==> config.mk <==
export PLATFORM = sky130hd
export DESIGN_NAME = jk_q_pulse_monitor_flat
export DESIGN_NICKNAME = d
export VERILOG_FILES = /design/src/rtl/jk_q_pulse_monitor_if.sv /design/src/rtl/jk_q_pulse_monitor.sv /design/src/flat_wrapper.sv
export SDC_FILE = /design/constraint.sdc
export NUM_CORES = 1
export LEC_CHECK = 0
export BUFFER_PORTS_ARGS = -buffer_cell sky130_fd_sc_hd__buf_4
export CORE_MARGIN = 2
export CORE_UTILIZATION = 40
export DETAILED_ROUTE_END_ITERATION = 10
export GPL_TIMING_DRIVEN = 0
export PLACE_DENSITY = 0.57
export REMOVE_ABC_BUFFERS = 1
export SYNTH_ARGS = -nofsm -noshare
export SYNTH_HDL_FRONTEND = slang
export SYNTH_SLANG_ARGS = --single-unit
==> constraint.sdc <==
create_clock -name clk -period 3.6 [get_ports clk]
set_clock_uncertainty 0.2 [all_clocks]
set_input_delay 0.18 -clock clk [delete_from_list [all_inputs] [get_ports clk]]
set_output_delay 0.18 -clock clk [all_outputs]
set_load 0.02 [all_outputs]
==> src/rtl/jk_q_pulse_monitor_if.sv <==
// Measurement handshake between the pulse monitor and its consumer.
// The master side presents one measurement at a time with valid/ready flow control.
interface jk_q_pulse_monitor_if #(
  parameter int unsigned CNT_W = 16
);
  logic             m_valid;
  logic             m_ready;
  logic [CNT_W-1:0] m_period;
  logic [CNT_W-1:0] m_high;
  logic             m_sat;

  modport master (
    output m_valid,
    output m_period,
    output m_high,
    output m_sat,
    input  m_ready
  );

  modport slave (
    input  m_valid,
    input  m_period,
    input  m_high,
    input  m_sat,
    output m_ready
  );
endinterface

==> src/rtl/jk_q_pulse_monitor.sv <==
// Observes a JK flip-flop q output: edge pulses, toggle count, and per-period
// high-time/period measurements delivered through a one-deep valid/ready buffer.
module jk_q_pulse_monitor #(
  parameter int unsigned CNT_W = 16,
  parameter int unsigned EVT_W = 8
) (
  input  logic                 clk,
  input  logic                 rst,
  input  logic                 q_in,
  input  logic                 enable,
  input  logic                 clr,
  output logic                 rise_pulse,
  output logic                 fall_pulse,
  output logic [EVT_W-1:0]     toggle_cnt,
  output logic                 overflow,
  jk_q_pulse_monitor_if.master m
);

  localparam logic [CNT_W-1:0] CNT_MAX = '1;
  localparam logic [CNT_W-1:0] CNT_ONE = CNT_W'(1);

  typedef enum logic [1:0] {
    IDLE = 2'd0,
    HIGH = 2'd1,
    LOW  = 2'd2
  } state_t;

  state_t           state_q, state_d;
  logic             q_d;
  logic             primed;
  logic [CNT_W-1:0] per_q, per_d;
  logic [CNT_W-1:0] high_q, high_d;
  logic [CNT_W-1:0] lat_q, lat_d;
  logic             sat_q, sat_d;
  logic [CNT_W-1:0] per_inc_c;
  logic [CNT_W-1:0] high_inc_c;
  logic             rise_c;
  logic             fall_c;
  logic             emit_c;

  // Edges are only trusted once q_d holds a sample taken while enabled.
  assign rise_c = primed & enable &  q_in & ~q_d;
  assign fall_c = primed & enable & ~q_in &  q_d;

  assign per_inc_c  = (per_q  == CNT_MAX) ? per_q  : per_q  + CNT_ONE;
  assign high_inc_c = (high_q == CNT_MAX) ? high_q : high_q + CNT_ONE;

  always_ff @(posedge clk or posedge rst) begin
    if (rst) begin
      state_q <= IDLE;
      per_q   <= '0;
      high_q  <= '0;
      lat_q   <= '0;
      sat_q   <= 1'b0;
    end else begin
      state_q <= state_d;
      per_q   <= per_d;
      high_q  <= high_d;
      lat_q   <= lat_d;
      sat_q   <= sat_d;
    end
  end

  // Measurement FSM: IDLE waits for a first rise, HIGH/LOW track the current period.
  always_comb begin
    state_d = state_q;
    per_d   = per_q;
    high_d  = high_q;
    lat_d   = lat_q;
    sat_d   = sat_q;
    emit_c  = 1'b0;
    if (clr || !enable) begin
      state_d = IDLE;
      per_d   = '0;
      high_d  = '0;
      lat_d   = '0;
      sat_d   = 1'b0;
    end else begin
      case (state_q)
        IDLE: begin
          if (rise_c) begin
            state_d = HIGH;
            per_d   = CNT_ONE;
            high_d  = CNT_ONE;
            sat_d   = 1'b0;
          end
        end
        HIGH: begin
          per_d = per_inc_c;
          if (fall_c) begin
            lat_d   = high_q;
            sat_d   = sat_q | (per_inc_c == CNT_MAX);
            state_d = LOW;
          end else begin
            high_d = high_inc_c;
            sat_d  = sat_q | (per_inc_c == CNT_MAX) | (high_inc_c == CNT_MAX);
          end
        end
        LOW: begin
          if (rise_c) begin
            emit_c  = 1'b1;
            per_d   = CNT_ONE;
            high_d  = CNT_ONE;
            sat_d   = 1'b0;
            state_d = HIGH;
          end else begin
            per_d = per_inc_c;
            sat_d = sat_q | (per_inc_c == CNT_MAX);
          end
        end
        default: state_d = IDLE;
      endcase
    end
  end

  // Edge pulses, toggle count and the one-deep output buffer.
  always_ff @(posedge clk or posedge rst) begin
    if (rst) begin
      q_d        <= 1'b0;
      primed     <= 1'b0;
      rise_pulse <= 1'b0;
      fall_pulse <= 1'b0;
      toggle_cnt <= '0;
      overflow   <= 1'b0;
      m.m_valid  <= 1'b0;
      m.m_period <= '0;
      m.m_high   <= '0;
      m.m_sat    <= 1'b0;
    end else begin
      q_d <= q_in;
      if (clr) begin
        primed     <= 1'b0;
        rise_pulse <= 1'b0;
        fall_pulse <= 1'b0;
        toggle_cnt <= '0;
        overflow   <= 1'b0;
        m.m_valid  <= 1'b0;
      end else begin
        primed     <= enable;
        rise_pulse <= rise_c;
        fall_pulse <= fall_c;
        if (rise_c || fall_c) begin
          toggle_cnt <= toggle_cnt + EVT_W'(1);
        end
        if (emit_c) begin
          // A held, unaccepted measurement wins; the new one is dropped.
          if (!m.m_valid || m.m_ready) begin
            m.m_valid  <= 1'b1;
            m.m_period <= per_q;
            m.m_high   <= lat_q;
            m.m_sat    <= sat_q;
          end else begin
            overflow <= 1'b1;
          end
        end else if (m.m_valid && m.m_ready) begin
          m.m_valid <= 1'b0;
        end
      end
    end
  end

endmodule

==> src/flat_wrapper.sv <==
// flat-port wrapper written by rule: the top's interface ports become plain ports
module jk_q_pulse_monitor_flat 
#(
  parameter int unsigned CNT_W = 16,
  parameter int unsigned EVT_W = 8
)
  (clk, rst, q_in, enable, clr, rise_pulse, fall_pulse, toggle_cnt, overflow, m_m_valid, m_m_period, m_m_high, m_m_sat, m_m_ready);
  jk_q_pulse_monitor_if #(.CNT_W(CNT_W)) m_i ();
  input  logic clk;
  input  logic rst;
  input  logic q_in;
  input  logic enable;
  input  logic clr;
  output logic rise_pulse;
  output logic fall_pulse;
  output logic [EVT_W-1:0] toggle_cnt;
  output logic overflow;
  output wire logic [$bits(m_i.m_valid)-1:0] m_m_valid;
  output wire logic [$bits(m_i.m_period)-1:0] m_m_period;
  output wire logic [$bits(m_i.m_high)-1:0] m_m_high;
  output wire logic [$bits(m_i.m_sat)-1:0] m_m_sat;
  input wire logic [$bits(m_i.m_ready)-1:0] m_m_ready;
  assign m_m_valid = m_i.m_valid;
  assign m_m_period = m_i.m_period;
  assign m_m_high = m_i.m_high;
  assign m_m_sat = m_i.m_sat;
  assign m_i.m_ready = m_m_ready;
  jk_q_pulse_monitor #(.CNT_W(CNT_W), .EVT_W(EVT_W)) u_core (.clk(clk), .rst(rst), .q_in(q_in), .enable(enable), .clr(clr), .rise_pulse(rise_pulse), .fall_pulse(fall_pulse), .toggle_cnt(toggle_cnt), .overflow(overflow), .m(m_i));
endmodule
==> reports/qor.csv, run 1 <==
stage,metric,value,unit
critical_path,"Max stage delay cell, worst path",nor4_4,
critical_path,CP max stage delay,0.70,ns
grt,GRT Util Overall,17.9,%
drt,vias post-DR,4035,
floorplan,DIE AREA,0.0135,mm^2
timing,RSZ-0062 raised after global routing,no,
critical_path,critical path class,reg -> reg,
critical_path,worst path required time,3.68,ns
power_and_ir_drop,Int Power,1.66,mW
yosys,"Seq/Total Area, Yosys",48.6,%
cts,clk slew on worst S/H paths,0.07,ns
floorplan,area of the core,0.0125,mm^2
timing,worst slew pin tran,1.06,ns
yosys,largest family of logic cells by synthesized area,simple AND/OR/NAND/NOR gates,
yosys,Yosys reg bits,98,
hold_path,hold endpoint,u_core.fall_pulse,
power_and_ir_drop,peak supply drop,164,uV
yosys,Yosys top cell by area,dfrtp_1,
cts,H-tree depth,3,
critical_path,arrival time worst endpoint,3.31,ns
drt,DRC violations left,0,
hold_path,WHS Path Cells,3,
yosys,dominant cells by area after synthesis,"dfrtp_1 49%, mux2_2 7.4%, nand2_1 5.4%",
cells_and_area,layout cells sized above 1,20.5,%
power_and_ir_drop,pwr/cell area,361,mW/mm^2
yosys,Synth Area in Compound Gates,15.6,%
power_and_ir_drop,Psw,0.471,mW
hold_path,Hold Path Class,in -> reg,
yosys,adder-cell share of the synthesized area,1.98,%
critical_path,CP Launch Type,register,
timing,"Hold Vio Cnt, Final",0,
critical_path,worst reg2reg path startpoint,u_core.per_q[0],
power_and_ir_drop,clock power share,45.2,%
yosys,number of synthesized flops with an enable pin,0,
yosys,Yosys warnings,0,
drt,WL per Instance,15.3,um
grt,global-route wire length before repair,19200,um
cells_and_area,fillers,1185,
grt,initial antenna violation count,0,
drt,post-route ant nets,0,
run,MaxCap Viol Count,0,
drt,Pre-Repair DR Iteration Count,4,
floorplan,IO Count,51,
timing,final worst path period share,89.7,%
yosys,Post-synth ARST share,100,%
yosys,synth unique cells,51,
yosys,"Avg Cell Area, Syn",9.74,um^2
yosys,XOR/XNOR Fraction of Synth Area,3.13,%
timing,maximum clock frequency,0.310,GHz
yosys,share of the synthesized area in the top cell type,48.6,%
floorplan,site row count,41,
timing,Slew HR,29.6,%
critical_path,worst reg2reg setup slack,0.37,ns
critical_path,Setup crit end kind,register,
yosys,Simple-Gate Fraction of Synth Area,18.8,%
yosys,"count leader, synth",dfrtp_1,
grt,vias in the first global route,3910,
place,GP Congestion,0.924,
critical_path,Crit Path Max Fanout,10,
power_and_ir_drop,Combinational Power Share,2.9,%
cts,post-CTS setup buffer count,0,
place,DP Wirelength,7630,um
cts,CTS tree,built,
yosys,cells after synthesis,518,
cts,clock root buffer,clkbuf_16,
cts,CTS buffer count,9,
cts,maximum buffer depth of the clock tree,2,
drt,1st-iter DRT viols,253,
power_and_ir_drop,Flop pwr share,51.9,%
power_and_ir_drop,cell leakage power,2.70,nW
timing,Max Slew Vio Count,0,
place,port bufs,50,
power_and_ir_drop,switching fraction of total power,22.1,%
yosys,mux contribution to synthesized area,8.56,%
yosys,Main synth FF type,dfrtp_1,
status,status,finished clean,
yosys,Commonest cells post-synth,"98 x dfrtp_1, 72 x nand2_1, 41 x nor2_1",
hold_path,hold wc startpoint,enable,
cells_and_area,Final Util,47.4,%
cells_and_area,# diodes,0,
cells_and_area,post-layout net count,569,
timing,# setup viols final,0,
drt,Via density,5.51,
grt,largest net degree at the start of global routing,72,
floorplan,Chip Height,116,um
yosys,Synth Cell Area,0.00504,mm^2
drt,WL final,11200,um
cells_and_area,Area Growth Syn to Fin,17.0,%
floorplan,Initial Util,40.5,%
critical_path,worst reg-to-reg path cell count,8,
cts,CTS Sinks,98,
floorplan,Die W,116,um
grt,Overflow after GRT,0,
timing,fin crit period,3.23,ns
critical_path,r2r endpoint,u_core.sat_q,
cts,"Clk Latency, worst-skew pair",0.35,ns
critical_path,CP cell instances,ha_1 -> nand4_1 -> nor4_4 -> nor4_2 -> xnor2_1 -> nor4b_1 -> o2111ai_1 -> o21bai_1,
timing,final setup TNS,0,ns
==> metal layers <==
metal,GRT usage [%],vias to the layer above,part of all wire [%]
met3,3.53,13,4.6
li1,-,1947,-
met2,28.6,108,47
met4,8.41,0,2.0
met5,0,-,0
met1,23.4,1967,46
==> state kept, by name, indices dropped and copies added (netlist names), 2 cells and up <==
name,cells
u_core.lat_q,16
u_core.state_q,2
u_core.m.m_high,16
u_core.per_q,16
u_core.toggle_cnt,8
u_core.m.m_period,16
u_core.high_q,16
==> per-stage QoR <==
step | total power [mW] | worst slack [ns] | area (um^2) | hold WS [ns] | cells
2_1_floorplan | 1.16 | 0.403 | 4910 | 0.0114 | 487
3_3_place_gp | 1.18 | -1.04 | 5500 | 0.123 | 709
3_5_place_dp | 1.19 | -0.337 | 5550 | -0.00281 | 711
4_1_cts | 2.16 | 0.000282 | 5880 | 0.0244 | 731
5_1_grt | 2.22 | 0.120 | 5900 | 0.0750 | 732
6_report | 2.13 | 0.372 | 5900 | 0.0467 | 732
==> cell type report <==
| class | count | area (um^2) | area share, % |
|---|---|---|---|
| clock buffer | 10 | 229 | 3.88 |
| clock inverter | 6 | 67.6 | 1.14 |
| inverter | 9 | 36.3 | 0.615 |
| multi-input combinational | 380 | 2440 | 41.4 |
| sequential | 98 | 2450 | 41.5 |
| tap | 172 | 215 | 3.65 |
| timing repair buffer | 57 | 458 | 7.76 |
==> how the worst max path moves through the flow <==
| stage | from | endpoint | slack, ns |
|---|---|---|---|
| after global routing | u_core.state_q[1] | u_core.high_q[9] | 0.12 |
| after CTS | u_core.state_q[1] | u_core.high_q[7] | 0.0003 |
| after global placement | clr | u_core.m.m_high[4] | -1.04 |
| after floorplan | clr | u_core.m.m_high[0] | 0.40 |
| final | u_core.per_q[0] | u_core.sat_q | 0.37 |
| after detailed placement | clr | u_core.sat_q | -0.34 |
==> power groups by stage <==
stage | clock (mW) | sequential (mW) | combinational, mW
3_5_place_dp | 0 | 1.13 | 0.0625
3_3_place_gp | 0 | 1.13 | 0.0566
5_1_grt | 1.04 | 1.11 | 0.0730
4_1_cts | 0.992 | 1.11 | 0.0661
6_report | 0.963 | 1.11 | 0.0629
2_1_floorplan | 0 | 1.13 | 0.0340
==> worst max-delay path, delay by kind of cell (launching register included) <==
kind / cells / cell delay, ns
adders and majority gates: 1 / 0.36
and+or+nand+nor: 4 / 1.56
xor gates and xnor gates: 1 / 0.17
DFF: 1 / 0.52
AOI/OAI and AO/OA: 2 / 0.33
==> kinds of logic after synthesis <==
group,Yosys count
AOI/OAI and AO/OA,126
xor gates and xnor gates,18
adders and majority gates,8
muxes,39
DFF,98
buffers and inverters,40
and+or+nand+nor,189
==> cells in the final DEF, fill, tap and decap left out, drive strengths merged, types with 6 or more instances in the layout <==
| master | instances |
|---|---|
| buf | 53 |
| nor3 | 12 |
| nand4 | 17 |
| o21ai | 37 |
| nand3 | 14 |
| inv | 9 |
| xor2 | 11 |
| mux2i | 6 |
| nor2 | 41 |
| nor4 | 7 |
| a31oi | 15 |
| ha | 8 |
| nand2 | 72 |
| mux2 | 33 |
| xnor2 | 7 |
| dfrtp | 98 |
| o31ai | 10 |
| clkbuf | 10 |
| a21oi | 32 |
==> what timing repair did <==
action	4_1_cts	5_1_grt
hold buffers	4	0
endpoints found under the hold margin	40	0
resized for setup	0	1
setup endpoints to repair	0	1
(Power assumes the default switching activity.)
==> run 2: changes to the inputs <==
--- a/config.mk
+++ b/config.mk
@@ -5,6 +5,7 @@
 export SDC_FILE = /design/constraint.sdc
 export NUM_CORES = 1
 export LEC_CHECK = 0
+export ABC_AREA = 1
 export BUFFER_PORTS_ARGS = -buffer_cell sky130_fd_sc_hd__buf_4
 export CORE_MARGIN = 2
 export CORE_UTILIZATION = 40
@@ -12,6 +13,7 @@
 export GPL_TIMING_DRIVEN = 0
 export PLACE_DENSITY = 0.57
 export REMOVE_ABC_BUFFERS = 1
+export SLEW_MARGIN = 20
 export SYNTH_ARGS = -nofsm -noshare
 export SYNTH_HDL_FRONTEND = slang
 export SYNTH_SLANG_ARGS = --single-unit
==> reports/qor.csv, run 2 <==
stage,metric,value,unit
power_and_ir_drop,Total Power,2.17,mW
critical_path,CP max stage delay,0.84,ns
critical_path,"Max stage delay cell, worst path",nor4_2,
timing,final worst path period share,73.0,%
yosys,"count leader, synth",nand2_1,
grt,Overflow after GRT,0,
cts,"Clk Latency, worst-skew pair",0.35,ns
critical_path,worst reg-to-reg path cell count,7,
cells_and_area,layout cells sized above 1,16.7,%
timing,RSZ-0062 raised after global routing,no,
cts,cts-stage hold buffer count,3,
timing,fin crit period,2.63,ns
yosys,Commonest cells post-synth,"143 x nand2_1, 98 x dfrtp_1, 71 x inv_1",
critical_path,Crit Path Max Fanout,9,
cts,CTS Sinks,98,
cells_and_area,post-layout net count,676,
power_and_ir_drop,cell leakage power,2.65,nW
cts,maximum buffer depth of the clock tree,2,
power_and_ir_drop,peak supply drop,219,uV
floorplan,Chip Height,115,um
power_and_ir_drop,pwr/cell area,371,mW/mm^2
timing,maximum clock frequency,0.381,GHz
grt,global-route wire length before repair,18700,um
cts,post-cts repair resize count,0,
drt,1st-iter DRT viols,236,
cts,post-CTS setup buffer count,0,
hold_path,WHS Path Cells,4,
critical_path,r2r endpoint,u_core.high_q[2],
hold_path,hold wc startpoint,m_m_ready,
status,status,finished clean,
cts,clock root buffer,clkbuf_16,
grt,GRT Util Overall,18.0,%
cts,CTS buffer count,9,
cells_and_area,fillers,1186,
cells_and_area,Area Growth Syn to Fin,18.0,%
critical_path,CP most frequent cell,inv_1,
hold_path,Hold Path Class,in -> reg,
floorplan,Die W,115,um
cts,CTS tree,built,
drt,DRC violations left,0,
place,placed cell count,816,
timing,"Hold Vio Cnt, Final",0,
yosys,synth unique cells,37,
critical_path,worst reg2reg path startpoint,u_core.state_q[0],
yosys,"Seq/Total Area, Yosys",49.4,%
drt,post-route ant nets,0,
floorplan,IO Count,51,
critical_path,worst path required time,3.66,ns
floorplan,DIE AREA,0.0133,mm^2
timing,Max Slew Vio Count,0,
critical_path,Setup crit end kind,register,
floorplan,site row count,40,
place,DP Wirelength,8060,um
yosys,number of synthesized flops with an enable pin,0,
critical_path,crit path launch,u_core.state_q[0],
yosys,Yosys top cell by area,dfrtp_1,
yosys,Yosys warnings,0,
drt,Via density,4.92,
yosys,Yosys reg bits,98,
cts,H-tree depth,3,
yosys,Post-synth ARST share,100,%
yosys,"Avg Cell Area, Syn",8.13,um^2
yosys,Synth Cell Area,0.00496,mm^2
timing,# setup viols final,0,
yosys,dominant cells by area after synthesis,"dfrtp_1 49%, nand2_1 11%, o21ai_0 6.4%",
timing,worst slew pin tran,1.00,ns
floorplan,area of the core,0.0121,mm^2
yosys,Main synth FF type,dfrtp_1,
place,GP Congestion,0.840,
critical_path,CP Launch Type,register,
drt,vias post-DR,4104,
drt,WL final,11300,um
drt,WL per Instance,13.6,um
run,MaxCap Viol Count,0,
cells_and_area,# diodes,0,
yosys,share of the synthesized area in the top cell type,49.4,%
drt,Pre-Repair DR Iteration Count,4,
critical_path,CP cell instances,inv_1 -> ha_1 -> nor2_1 -> inv_1 -> nor4_2 -> inv_2 -> o22ai_1,
timing,Slew HR,32.6,%
critical_path,arrival time worst endpoint,2.69,ns
critical_path,worst reg2reg setup slack,0.97,ns
cells_and_area,most frequent cells in the layout,"143 x nand2_1, 98 x dfrtp_1, 70 x inv_1, 63 x o21ai_0, 50 x buf_4",
floorplan,Initial Util,41.2,%
grt,vias in the first global route,3863,
place,DP Worst Slack,0.953,ns
hold_path,hold endpoint,u_core.overflow,
cells_and_area,Final Non-Filler Cells,834,
critical_path,critical path class,reg -> reg,
cts,clk slew on worst S/H paths,0.07,ns
grt,largest net degree at the start of global routing,68,
place,port bufs,50,
grt,initial antenna violation count,0,
cells_and_area,"commonest non-fill, non-tap cell in the layout",nand2_1,
yosys,cells after synthesis,611,
timing,fin worst setup slack,0.973,ns
run 2: changes by cell type after synthesis, moves of 10 or more:
cell | before | now
clkbuf_1 | 18 | 6
o31ai_1 | 10 | 0
inv_1 | 9 | 71
a21oi_1 | 32 | 14
nand2_1 | 72 | 143
mux2_2 | 33 | 0
a31oi_1 | 15 | 1
o21ai_0 | 37 | 63
o22ai_1 | 4 | 27
o21ai_1 | 0 | 11
nand3_1 | 14 | 44
run 2: power by group:
part	internal (mW)	switching [mW]	total (mW)
Combinational	0.0418	0.0992	0.141
Clock	0.502	0.407	0.909
Sequential	1.11	0.0103	1.12
run 2: final cells by class:
cell class	count	area, um^2	share of cell area [%]
Sequential cell	98	2450	41.9
Multi-Input combinational cell	417	2150	36.8
Timing Repair Buffer	55	448	7.65
Inverter	81	314	5.36
Clock buffer	11	253	4.31
Tap cell	168	210	3.59
Clock inverter	4	26.3	0.449
run 2: cell families (layout without fill, tap and decap cells):
family	Yosys count	in the layout	synth area share, %
XOR/XNOR	7	7	1.39
buffers and inverters	96	151	7.76
adder cells (fa/ha/maj)	8	8	2.02
flip-flops	98	98	49.4
AND/OR/NAND/NOR	280	280	25.9
AO/OA/AOI/OAI	122	122	13.5
run 2: worst max-delay path by stage:
stage                   endpoint  slack [ns]
6_report        u_core.high_q[2]        0.97
5_1_grt         u_core.high_q[2]        0.78
4_1_cts         u_core.high_q[2]        0.94
3_5_place_dp    u_core.high_q[2]        0.95
3_3_place_gp    u_core.high_q[5]       -0.51
2_1_floorplan  u_core.fall_pulse        0.66
run 2: critical path, delay by kind of cell (launching register included):
family / cells / cell delay [ns]
flops: 1 / 0.39
compound gates: 1 / 0.19
simple gates: 2 / 1.08
fa+ha+maj: 1 / 0.23
buf+inv: 3 / 0.46
run 2: layer usage:
metal | vias up | GRT usage [%] | routed length [um]
li1 | 2114 | - | -
met1 | 1929 | 24.7 | 5640
met2 | 51 | 28.3 | 5190
met3 | 10 | 3.09 | 309
met4 | 0 | 7.39 | 190
met5 | - | 0 | 0
run 2: per-stage QoR:
step	hold WS (ns)	utilization [%]	setup TNS, ns	area, um^2
2_1_floorplan	0.0114	-	0	4890
3_3_place_gp	0.104	45.4	-49.68	5470
3_5_place_dp	-0.0203	45.9	0	5540
4_1_cts	0.0347	48.5	0	5850
5_1_grt	0.0445	48.6	0	5860
6_report	0.0461	48.6	0	5860
==> run 3: changes to the inputs <==
--- a/config.mk
+++ b/config.mk
@@ -11,7 +11,7 @@
 export CORE_UTILIZATION = 40
 export DETAILED_ROUTE_END_ITERATION = 10
 export GPL_TIMING_DRIVEN = 0
-export PLACE_DENSITY = 0.57
+export PLACE_DENSITY = 0.59
 export REMOVE_ABC_BUFFERS = 1
 export SLEW_MARGIN = 20
 export SYNTH_ARGS = -nofsm -noshare
==> constraint.sdc (replaced) <==
create_clock -name clk -period 2.3 [get_ports clk]
set_clock_uncertainty 0.2 [all_clocks]
set_input_delay 0.115 -clock clk [delete_from_list [all_inputs] [get_ports clk]]
set_output_delay 0.115 -clock clk [all_outputs]
set_load 0.02 [all_outputs]
==> reports/qor.csv, run 3 (synthesis gave the netlist of run 2 again) <==
stage,metric,value,unit
drt,DRC violations left,0,
critical_path,"CP delay by family, top",buffers and inverters,
cells_and_area,most frequent cells in the layout,"143 x nand2_1, 96 x dfrtp_1, 69 x inv_1, 63 x o21ai_0, 59 x buf_4",
timing,"Hold Vio Cnt, Final",0,
hold_path,Hold Path Class,in -> async,
floorplan,site row count,40,
drt,post-route ant nets,0,
status,status,finished clean,
timing,# setup viols final,0,
timing,final worst path period share,96.0,%
drt,1st-iter DRT viols,220,
critical_path,CP cell instances,dlygate4sd3_1 -> buf_4 -> inv_4 -> nand2_2 -> inv_2 -> nand2_1 -> o22ai_1,
grt,Overflow after GRT,0,
timing,RSZ-0062 raised after global routing,yes,
place,DP Worst Slack,-0.244,ns
cts,CTS buffer count,9,
drt,WL final,12200,um
critical_path,Setup crit end kind,register,
cts,H-tree depth,3,
critical_path,CP Launch Type,input port,
timing,Max Slew Vio Count,0,
cells_and_area,"commonest non-fill, non-tap cell in the layout",nand2_1,
run,MaxCap Viol Count,0,
cells_and_area,Area Growth Syn to Fin,21.8,%
floorplan,Die W,115,um
critical_path,arrival time worst endpoint,2.26,ns
grt,vias in the first global route,3990,
power_and_ir_drop,pwr/cell area,580,mW/mm^2
floorplan,Chip Height,115,um
critical_path,worst path required time,2.36,ns
cells_and_area,layout cells sized above 1,19.0,%
power_and_ir_drop,cell leakage power,2.69,nW
cts,maximum buffer depth of the clock tree,2,
power_and_ir_drop,Total Power,3.51,mW
critical_path,CP max stage delay,0.55,ns
floorplan,Initial Util,41.2,%
drt,vias post-DR,4244,
place,GP Congestion,0.836,
place,DP Wirelength,7780,um
critical_path,"Max stage delay cell, worst path",dlygate4sd3_1,
grt,initial antenna violation count,0,
timing,maximum clock frequency,0.453,GHz
floorplan,DIE AREA,0.0133,mm^2
drt,Via density,5.00,
place,port bufs,50,
floorplan,IO Count,51,
power_and_ir_drop,peak supply drop,299,uV
timing,fin crit period,2.21,ns
critical_path,CP Buf/Inv Count,4,
cts,"Clk Latency, worst-skew pair",0.35,ns
timing,WHS,0.0699,ns
cts,CTS tree,built,
cells_and_area,# diodes,0,
drt,WL per Instance,14.4,um
critical_path,Crit Path Max Fanout,16,
timing,Slew HR,55.1,%
critical_path,critical path class,in -> reg,
floorplan,area of the core,0.0121,mm^2
cells_and_area,fillers,1137,
cts,clk slew on worst S/H paths,0.07,ns
cells_and_area,Final Non-Filler Cells,848,
cells_and_area,post-layout net count,690,
grt,global-route wire length before repair,19900,um
grt,GRT Util Overall,19.1,%
place,placed cell count,816,
timing,worst slew pin tran,0.672,ns
drt,Pre-Repair DR Iteration Count,5,
grt,largest net degree at the start of global routing,73,
cts,clock root buffer,clkbuf_16,
timing,fin worst setup slack,0.0930,ns
cts,CTS Sinks,98,
run 3: changes by cell type in the layout (fill, tap and decap cells not counted), sizes merged:
cell         before  now
clkbuf           11   10
clkinvlp          1    2
bufinv            0    1
dlygate4sd3       3    5
nand3            45   48
buf              52   61
inv              82   81
run 3: worst min-delay path, cell delays in order:
cell           delay (ns)
dlygate4sd3_1        0.54
buf_4                0.15
inv_6                0.20
run 3: layout make-up:
cell class	count	area, um^2	share of cell area, %
sequential	98	2450	40.6
multi-input combinational	420	2240	37.1
timing repair buffer	66	532	8.79
inverter	81	314	5.19
clock buffer	10	239	3.95
tap	168	210	3.48
clock inverter	5	55.1	0.910
run 3: path summary, 6_finish.rpt:
path                                    start              endpoint  slack, ns  cells past startpoint
max in group asynchronous                 rst      u_core.high_q[4]       1.19                      4
setup / recovery                          clr      u_core.lat_q[10]       0.09                      7
min in group clk                    m_m_ready       u_core.overflow       0.22                      4
hold reg to reg            u_core.m.m_high[5]    u_core.m.m_high[5]       0.28                      2
setup reg to reg            u_core.state_q[0]  u_core.m.m_period[2]       0.12                      7
hold / removal                            rst      u_core.m.m_valid       0.07                      3
run 3: metal layers:
metal	global-route usage [%]	wire length, um	part of all wire, %
met1	27.1	5950	49
met2	29.7	5620	46
met3	3.92	476	3.9
met4	5.78	134	1.1
met5	0	0	0
run 3: timing repair:
action	4_1_cts	5_1_grt
gates resized for setup	5	8
gates cloned	2	1
endpoints found under the hold margin	111	0
setup buffers	0	9
pin swaps	1	8
endpoints found under the setup margin	41	62
hold buffers	5	0
run 3: per-stage QoR:
step	utilization [%]	TNS (ns)	area, um^2
finish	50.1	0	6050
global route	50.1	-0.579	6050
CTS	49.2	0	5940
detailed placement	45.9	-3.44	5540
global placement	45.4	-233.96	5470
floorplan	-	-68.98	4890
run 3: where the power goes:
part / switching [mW] / internal (mW)
clock: 0.647 / 0.862
combinational: 0.166 / 0.0782
sequential: 0.0164 / 1.74
